[config.mk]
export PLATFORM = sky130hd
export DESIGN_NAME = i2s_rx_frontend
export DESIGN_NICKNAME = d
export VERILOG_FILES = /design/src/rtl/i2s_rx_frontend.sv
export SDC_FILE = /design/constraint.sdc
export NUM_CORES = 1
export LEC_CHECK = 0
export CAP_MARGIN = 20
export CORE_MARGIN = 4
export CORE_UTILIZATION = 55
export CTS_BUF_LIST = sky130_fd_sc_hd__clkbuf_16
export CTS_CLUSTER_SIZE = 24
export DETAILED_ROUTE_END_ITERATION = 12
export GPL_TIMING_DRIVEN = 0
export PLACE_DENSITY = 0.91
export SYNTH_ARGS = -nofsm -noshare
export SYNTH_HDL_FRONTEND = slang
export SYNTH_SLANG_ARGS = --single-unit
[constraint.sdc]
create_clock -name m_clk -period 12.5 [get_ports m_clk]
set_input_delay 2.5 -clock m_clk [delete_from_list [all_inputs] [get_ports m_clk]]
set_output_delay 2.5 -clock m_clk [all_outputs]
set_load 0.03 [all_outputs]
[src/rtl/i2s_rx_frontend.sv]
// rtl/i2s_rx_frontend.sv - I2S receiver: oversampled sck/lrclk/sdin, stereo pair deserialiser.
// Optional saturating framing-error counter built when I2S_RX_ERRCNT_EN is defined.
module i2s_rx_frontend #(
  parameter int DW          = 24,
  parameter int SYNC_STAGES = 2
) (
  input  logic          m_clk,
  input  logic          rst,
  input  logic          i2s_sck,
  input  logic          i2s_lrclk,
  input  logic          i2s_sdin,
  output logic [DW-1:0] dout_l,
  output logic [DW-1:0] dout_r,
  output logic          dout_valid,
  output logic          frame_err,
  output logic [7:0]    err_cnt
);

  localparam int CW = $clog2(DW);
  localparam logic [1:0] S_IDLE  = 2'd0;
  localparam logic [1:0] S_SHIFT = 2'd1;
  localparam logic [1:0] S_HOLD  = 2'd2;

  logic [SYNC_STAGES-1:0] sck_sync, lr_sync, sd_sync;
  logic                   sck_d, rise, lr_q, sd_q;

  always_ff @(posedge m_clk or posedge rst) begin
    if (rst) begin
      sck_sync <= '0;
      lr_sync  <= '0;
      sd_sync  <= '0;
    end else begin
      sck_sync <= {sck_sync[SYNC_STAGES-2:0], i2s_sck};
      lr_sync  <= {lr_sync[SYNC_STAGES-2:0], i2s_lrclk};
      sd_sync  <= {sd_sync[SYNC_STAGES-2:0], i2s_sdin};
    end
  end

  // Rise detect is registered together with lrclk/sdin so all three stay aligned.
  always_ff @(posedge m_clk or posedge rst) begin
    if (rst) begin
      sck_d <= 1'b0;
      rise  <= 1'b0;
      lr_q  <= 1'b0;
      sd_q  <= 1'b0;
    end else begin
      sck_d <= sck_sync[SYNC_STAGES-1];
      rise  <= sck_sync[SYNC_STAGES-1] & ~sck_d;
      lr_q  <= lr_sync[SYNC_STAGES-1];
      sd_q  <= sd_sync[SYNC_STAGES-1];
    end
  end

  logic [1:0]    state;
  logic [CW-1:0] cnt;
  logic          ch, l_ok, lr_prev, primed;
  logic [DW-2:0] sh;
  logic [DW-1:0] l_hold;
  logic [DW-1:0] word;
  logic          ws_edge, last;

  assign word    = {sh, sd_q};
  assign ws_edge = (lr_q != lr_prev);
  assign last    = (cnt == CW'(DW-1));

  always_ff @(posedge m_clk or posedge rst) begin
    if (rst) begin
      state      <= S_IDLE;
      cnt        <= '0;
      ch         <= 1'b0;
      l_ok       <= 1'b0;
      lr_prev    <= 1'b0;
      primed     <= 1'b0;
      sh         <= '0;
      l_hold     <= '0;
      dout_l     <= '0;
      dout_r     <= '0;
      dout_valid <= 1'b0;
      frame_err  <= 1'b0;
    end else begin
      dout_valid <= 1'b0;
      frame_err  <= 1'b0;
      if (rise) begin
        lr_prev <= lr_q;
        case (state)
          S_IDLE: begin
            if (!primed) begin
              primed <= 1'b1;
            end else if (ws_edge) begin
              state <= S_SHIFT;
              cnt   <= '0;
              ch    <= lr_q;
            end
          end
          S_SHIFT: begin
            sh <= word[DW-2:0];
            // A DW-wide slot ends on the edge rise itself: finish the word before restarting.
            if (last) begin
              if (!ch) begin
                l_hold <= word;
                l_ok   <= 1'b1;
              end else if (l_ok) begin
                dout_l     <= l_hold;
                dout_r     <= word;
                dout_valid <= 1'b1;
                l_ok       <= 1'b0;
              end else begin
                frame_err <= 1'b1;
              end
              if (ws_edge) begin
                cnt <= '0;
                ch  <= lr_q;
              end else begin
                state <= S_HOLD;
              end
            end else if (ws_edge) begin
              frame_err <= 1'b1;
              l_ok      <= 1'b0;
              cnt       <= '0;
              ch        <= lr_q;
            end else begin
              cnt <= cnt + CW'(1);
            end
          end
          S_HOLD: begin
            if (ws_edge) begin
              state <= S_SHIFT;
              cnt   <= '0;
              ch    <= lr_q;
            end
          end
          default: state <= S_IDLE;
        endcase
      end
    end
  end

`ifdef I2S_RX_ERRCNT_EN
  always_ff @(posedge m_clk or posedge rst) begin
    if (rst) begin
      err_cnt <= 8'd0;
    end else if (frame_err && (err_cnt != 8'hFF)) begin
      err_cnt <= err_cnt + 8'd1;
    end
  end
`else
  assign err_cnt = 8'd0;
`endif

endmodule

# Yosys cells after proc, flatten, opt, wreduce, memory -nomap -nowiden
# Cells that the tools add are included.
dict set report totals {
  output_inout_bits 58
  inputBits 5
  register_bits 118
}
dict set report op_classes {
  n_mux 27
  n_addsub 1
  eq_ne 7
  n_bitwise 3
  reduce_logical 13
}
# cell count
set op_table {}
lappend op_table {{2-to-1 mux 5 bit} 4}
lappend op_table {{2-to-1 mux 1 bit} 16}
lappend op_table {{case mux 5 bit (3 select lines)} 1}
lappend op_table {{AND reduction 3 bit} 3}
lappend op_table {{2-to-1 mux 2 bit} 4}
lappend op_table {{AND reduction 4 bit} 2}
lappend op_table {{!= test 2 bit, second input constant} 3}
lappend op_table {{case mux 2 bit (3 select lines)} 1}
lappend op_table {{adder 5 x 1 -> 5 bit, second input constant} 1}
lappend op_table {{== test 5 bit, second input constant} 1}
lappend op_table {{AND reduction 5 bit} 1}
lappend op_table {{AND reduction 2 bit} 2}
lappend op_table {{nonzero test 2 bit} 2}
lappend op_table {{nonzero test 3 bit} 1}
lappend op_table {{== test 2 x 1 -> 1 bit, second input constant} 1}
lappend op_table {{== test 2 bit, second input constant} 1}
lappend op_table {{logical NOT 2 bit} 1}
lappend op_table {{NOT 1 bit} 2}
lappend op_table {{case mux 1 bit (2 select lines)} 1}
lappend op_table {{OR reduction 2 bit} 1}
lappend op_table {{bitwise AND 1 bit} 1}
lappend op_table {{!= test 1 bit} 1}

# Longest topological paths before layout
dict set report logic_depth {
  ltp_word 5
  depth_mapped 6
  depth_no_buf 4
}

# Worst setup path before layout
# No wires, ideal clock.
dict set report synth_timing {
  path_kind {flip-flop to output port}
  startpoint {register dout_l[0]}
  endpoint {output dout_l[0]}
  arrival_time_ns 0.479
  slack_ns 9.521
  n_path_buf 0
  path_stages_with_launch 1
  cell_sequence {dfrtp_1}
}
# item line
set synth_rtl {}
lappend synth_rtl {{start: declaration} 12} ;# output logic [DW-1:0] dout_l,
lappend synth_rtl {{start signal: assignment} 103} ;# dout_l <= l_hold;
# No word-level cell between the ends.

# Worst setup path after layout
dict set report layout_timing {
  startpoint {register dout_l[7]}
  endpoint {output dout_l[7]}
}
# No word-level cell between the ends.

==> summary.txt <==
Worst path slowest cell: clkdlybuf4s50_1
Total die area: 9949 sq um
Pre-antenna DRT Iters: 10
Area leader, netlist: dfrtp_1
Pwr dens: 172.8 nW/um^2
DRC errors left: 0
Syn avg cell area: 13.46 sq um
Worst-Margin Slew: 0.6144 ns
Post-layout min period: 3.968 ns
Critical path fanouts, max: 2
Main synth FF type: dfrtp_1
WP data required: 10.00 ns
Cells after Synth: 344
Area grow syn2layout: 30.81%
FMAX: 252.0 MHz
Worst hold margin: 0.3455 ns
CP arrival: 1.47 ns
Final Cycle Share: 31.75%
Clock Pin Slew Worst Setup and Hold Paths: 0.06 ns
Unrepaired setup endpoints after global routing: no
# diodes: 0
Port Buffers: 54
Initial DRC Count: 147
Global Route Usage Sum: 21.36%
MaxCap Viol Count: 0
Die Span X: 99.75 um
Mapped cell area: 4629 sq um
Vias after detailed routing: 2962
Std-Cell Core Area: 8217 sq um
Cts-stage hold buffer count: 0
Initial antenna violation count: 0
Top cells by area, synth: dfrtp_1 (64%), mux2_2 (15%), nand2_1 (5.8%)
CP max stage delay: 0.70 ns
Vias in the first global route: 3217
Detailed Route WL: 9671 um
Slew Limit Fails: 0
Clock skew: 0.01015 ns
H-tree depth: 4
Post-CTS resize count: 0
Root Driver: clkbuf_16
Area fraction of the dominant cell type after synthesis: 63.78%
Gpl congestion: 0.8693
DP HPWL: 5884 um
DRT antenna net count: 0
Syn. warnings: 0
Post-synth ARST share: 100.0%
Layout Nets: 431
Vias per std cell: 5.455
Status: finished, final reports clean
TritonCTS clock tree: done
Pin count of the biggest net entering global routing: 70
Worst rel slew slack: 59.04%
Hold Crit Class: flop to flop
Sequential area share after synthesis: 63.78%
Max rail drop VDD: 0.1217 mV
Synth cell types: 42
Die extent in y: 99.75 um
CTS Buf Count: 17
Crit start category: flop
First-pass GRT wire length: 15980 um
Post-CTS Setup Bufs: 0
Synthesized flop and latch total: 118
Crit Path Category: flop to output port
Commonest cells after routing, fill and taps aside: dfrtp_1 (118), nand2_1 (72), mux2_2 (63)
Rows: 33
Clock sinks: 118
Most common cell after layout, fill and taps aside: dfrtp_1
Wire length per cell: 17.81 um
Gr ovfl total: 0
Final setup violating endpoints: 0
Ports: 63
Critical path's top delay family: buffers and inverters
Sum of negative setup slack: 0 ns
EDFF count, synth: 0
Cell Chain, Critical Path: clkdlybuf4s50_1
Clk buf depth: 2
Starting Density: 56.34%
Hold Fails Final Rpt: 0
CP endpoint kind: output port
Buf/Inv on CP: 1
Lkg Pwr: 3.035 nW
Layout cells sized above 1: 27.63%
Worst-skew pair later-pin latency: 0.41 ns
-- where the power goes --
group,switching (mW),total [mW],internal [mW]
clock network,0.176,0.572,0.395
registers,0.0232,0.424,0.401
logic,0.0327,0.0505,0.0178
total,0.232,1.05,0.814
-- layer usage --
layer / part of all wire (%) / up-vias / global-route usage (%)
li1: - / 1328 / -
met1: 40 / 1493 / 25.44
met2: 53 / 120 / 36.07
met3: 4.9 / 21 / 5.189
met4: 2.2 / 0 / 10.82
met5: 0 / - / 0
-- synth_stat cells (all sizes together), types with 2 or more instances --
| library cell | instances |
|---|---|
| o211ai | 3 |
| nor3 | 4 |
| a21o | 2 |
| nand3b | 2 |
| o21ai | 7 |
| and4b | 2 |
| or3 | 2 |
| a31oi | 2 |
| dfrtp | 118 |
| buf | 17 |
| nand3 | 4 |
| a21oi | 4 |
| nand2 | 72 |
| mux2 | 73 |
| clkbuf | 8 |
| inv | 4 |
-- registers in the layout, indices dropped and copies added (netlist names), 2 cells and up --
name      flops
state         2
dout_l       24
dout_r       24
sd_sync       2
lr_sync       2
l_hold       24
sh           23
sck_sync      2
cnt           5
-- final timing paths --
kind	from	endpoint	slack (ns)	cells after the start
min reg2reg	sd_sync[1]$_DFF_PP0_	sd_q$_DFF_PP0_	0.35	0
max reg2reg	cnt[0]$_DFFE_PP0P_	l_hold[11]$_DFFE_PP0P_	10.36	5
min	sd_sync[1]$_DFF_PP0_	sd_q$_DFF_PP0_	0.35	0
min in group asynchronous	rst	dout_r[17]$_DFFE_PP0P_	2.54	2
max in group asynchronous	rst	dout_r[4]$_DFFE_PP0P_	9.24	3
max	dout_l[7]$_DFFE_PP0P_	dout_l[7]	8.53	1
-- metrics by stage --
step / instances / cell area (sq um) / setup WS, ns / total power [mW] / utilization, %
finish: 543 / 6056 / 8.532 / 1.046 / 73.70
global route: 543 / 6056 / 8.479 / 1.078 / 73.70
CTS: 543 / 6056 / 8.510 / 1.050 / 73.70
detailed placement: 511 / 5358 / 8.748 / 0.4762 / 65.20
global placement: 510 / 5328 / 5.504 / 0.4701 / 64.84
floorplan: 351 / 4656 / 6.871 / 0.4589 / -
-- area by class of cell --
| type | instances | area (sq um) |
|---|---|---|
| Sequential cell | 118 | 2953 |
| Fill cell | 508 | 2161 |
| Multi-Input combinational cell | 204 | 1519 |
| Timing Repair Buffer | 55 | 568.0 |
| Clock buffer | 17 | 425.4 |
| Clock inverter | 15 | 272.8 |
| Buffer | 25 | 168.9 |
| Tap cell | 105 | 131.4 |
| Inverter | 4 | 17.52 |
-- cells by family (layout without fill, tap and decap cells) --
kind of cell	after synthesis	count (layout)	synth area share, %
fa+ha+maj	1	1	0.2702
compound gates	24	24	3.405
flops	118	118	63.78
simple gates	96	96	10.35
buf+inv	29	116	3.973
mux	73	73	17.76
xor+xnor	2	2	0.3784
other cells	1	8	0.08100
Note: power is estimated with default switching activity, not from simulation.
==> edit (same flow settings) <==
Change the parameter `DW` from 24 to 12.
--- a/src/rtl/i2s_rx_frontend.sv
+++ b/src/rtl/i2s_rx_frontend.sv
@@ -2,5 +2,5 @@
 // Optional saturating framing-error counter built when I2S_RX_ERRCNT_EN is defined.
 module i2s_rx_frontend #(
-  parameter int DW          = 24,
+  parameter int DW          = 12,
   parameter int SYNC_STAGES = 2
 ) (
Interface: changed (resized dout_l and dout_r); port bits go from 63 to 39. No check against the original RTL was run, so the function may have changed too.
==> edit against the original RTL <==
- wire length decreased by 53%
- power down 48%
- synthesized area shrank 40%
- clock power down 60%
- worst setup slack better by 88 ps
- sequential cell count decreased by 49
- final cell count down 45%
- final area shrank 43%
==> edit: results (changes against the original RTL) <==
| Metric | Value |
|---|---|
| Worst Hold End | `lr_sync[1]$_DFF_PP0_ (was sd_q$_DFF_PP0_)` |
| First-pass GRT wire length | `8.06 mm (was 16.0 mm)` |
| Initial antenna violation count | `0 (unchanged)` |
| Async SR Flop Fraction | `100% (unchanged)` |
| Hold Path Stages | `0 (unchanged)` |
| HPWL after DPL | `2.91 mm (was 5.88 mm)` |
| Hold slack | `343 ps (was 346 ps)` |
| Hold_sp | `lr_sync[0]$_DFF_PP0_ (was sd_sync[1]$_DFF_PP0_)` |
| Register-to-Register Setup Slack | `10560 ps (was 10360 ps)` |
| Met1 usage | `22.7% (was 25.4%)` |
| Fill count | `332 (was 508)` |
| Clock root cell | `clkbuf_16 (unchanged)` |
| Initial DRC Count | `88 (was 147)` |
| DRT Pass-1 Iters | `4 (was 10)` |
| Mapped Avg Cell Area | `15.3 um2 (was 13.5 um2)` |
| Peak VDD IR | `0.000107 V (was 0.000122 V)` |
| Pleak | `1.63 nW (was 3.03 nW)` |
| Placed Instances | `287 (was 511)` |
| NumNets Final | `237 (was 431)` |
| Pin count of the biggest net entering global routing | `39 (was 70)` |
| H-tree levels | `3 (was 4)` |
| CP arrival | `1380 ps (was 1470 ps)` |
| Top flop regs | `dout_l x12, dout_r x12, l_hold x12 (was dout_l x24, dout_r x24, l_hold x24)` |
| Synth area leaders | `dfrtp_1 62%, mux2_2 12%, mux2_4 10% (was dfrtp_1 64%, mux2_2 15%, nand2_1 5.8%)` |
| I/O Buffers | `30 (was 54)` |
| R2R depth | `7 (was 5)` |
| Worst hold path class | `flop to flop (unchanged)` |
| Worst R2R End | `dout_r[9]$_DFFE_PP0P_ (was l_hold[11]$_DFFE_PP0P_)` |
| Number of global-route vias before repair | `1653 (was 3217)` |
| Grt met3 use | `5.33% (was 5.19%)` |
| Final Wtd Congestion | `0.771 (was 0.869)` |
| Slew margin rel. | `56.1% (was 59.0%)` |
| Fin cells | `301 (was 543)` |
| Sequential area share after synthesis | `62.1% (was 63.8%)` |
| Global Route Usage Sum | `17.1% (was 21.4%)` |
| Inserted Clock Buffers | `9 (was 17)` |
| Clk_lat worst skew | `320 ps (was 410 ps)` |
| GR Layer Usage met2 | `25.5% (was 36.1%)` |
| Clk_skew | `5.56 ps (was 10.1 ps)` |
| Layout cells sized above 1 | `34.6% (was 27.6%)` |
| Antenna diode count | `0 (unchanged)` |
| Status | `finished clean (unchanged)` |
| Routed wire length | `4.54 mm (was 9.67 mm)` |
| Synth cell types | `35 (was 42)` |
| Reg-to-reg startpoint | `cnt[0]$_DFFE_PP0P_ (unchanged)` |
| Synth top cells by count | `69 x dfrtp_1, 29 x mux2_2, 19 x mux2_4 (was 118 x dfrtp_1, 72 x nand2_1, 63 x mux2_2)` |
| Setup tns final | `0 ps (unchanged)` |
| Vias per cell | `5.16 (was 5.45)` |
edit: cell types whose count changed after synthesis, sizes merged, moves of 2 or more:
cell,delta
clkbuf,-8
dfrtp,-49
buf,-2
mux2,-25
o21ai,+3
o211ai,-2
nor2,+2
nor3,-2
nand3,-3
and4b,-2
nand2,-66
or3,-2
edit: logic make-up after synthesis:
family,after synthesis,synth area share (%)
flip-flops,69,62.1
multiplexers,49,22.4
AND/OR/NAND/NOR,22,5.13
AO/OA/AOI/OAI,20,4.28
buffers and inverters,18,4.86
XOR/XNOR,2,0.630
adder cells (fa/ha/maj),1,0.450
other,1,0.135
edit: worst max path at each step:
stage | from | to | cells after the start
3_3_place_gp | rst | dout_l[4]$_DFFE_PP0P_ | 2
2_1_floorplan | rst | ch$_DFFE_PP0P_ | 1
4_1_cts | dout_r[9]$_DFFE_PP0P_ | dout_r[9] | 1
5_1_grt | dout_r[9]$_DFFE_PP0P_ | dout_r[9] | 1
6_report | dout_r[9]$_DFFE_PP0P_ | dout_r[9] | 1
3_5_place_dp | rst | dout_l[4]$_DFFE_PP0P_ | 3
edit: layout make-up:
class | instances | area [um2] | area share (%)
sequential | 69 | 1730 | 49.6
multi-input combinational | 102 | 943 | 27.1
timing repair buffer | 31 | 320 | 9.21
clock buffer | 9 | 225 | 6.47
buffer | 15 | 124 | 3.56
tap | 67 | 83.8 | 2.41
clock inverter | 5 | 45.0 | 1.29
inverter | 3 | 11.3 | 0.324
edit: power breakdown:
group	internal [mW]	total [mW]	leakage (nW)	switching (mW)
registers	0.247	0.269	0.904	0.0226
logic	0.0243	0.0465	0.594	0.0223
clock network	0.149	0.230	0.135	0.0812
edit: metal layers:
| layer | part of all wire, % | vias up | wire length (um) |
|---|---|---|---|
| met2 | 48 | 34 | 2190 |
| met3 | 3.5 | 12 | 158 |
| met5 | 0 | - | 0 |
| met1 | 46 | 784 | 2080 |
| li1 | - | 722 | - |
| met4 | 2.5 | 0 | 113 |
edit: per-stage QoR:
step           power (mW)  cell area, um2  setup slack (ps)
2_1_floorplan       0.303            2810              8260
3_3_place_gp        0.313            3190              7240
3_5_place_dp        0.319            3210              8880
4_1_cts             0.551            3480              8610
5_1_grt             0.569            3480              8590
6_report            0.546            3480              8620
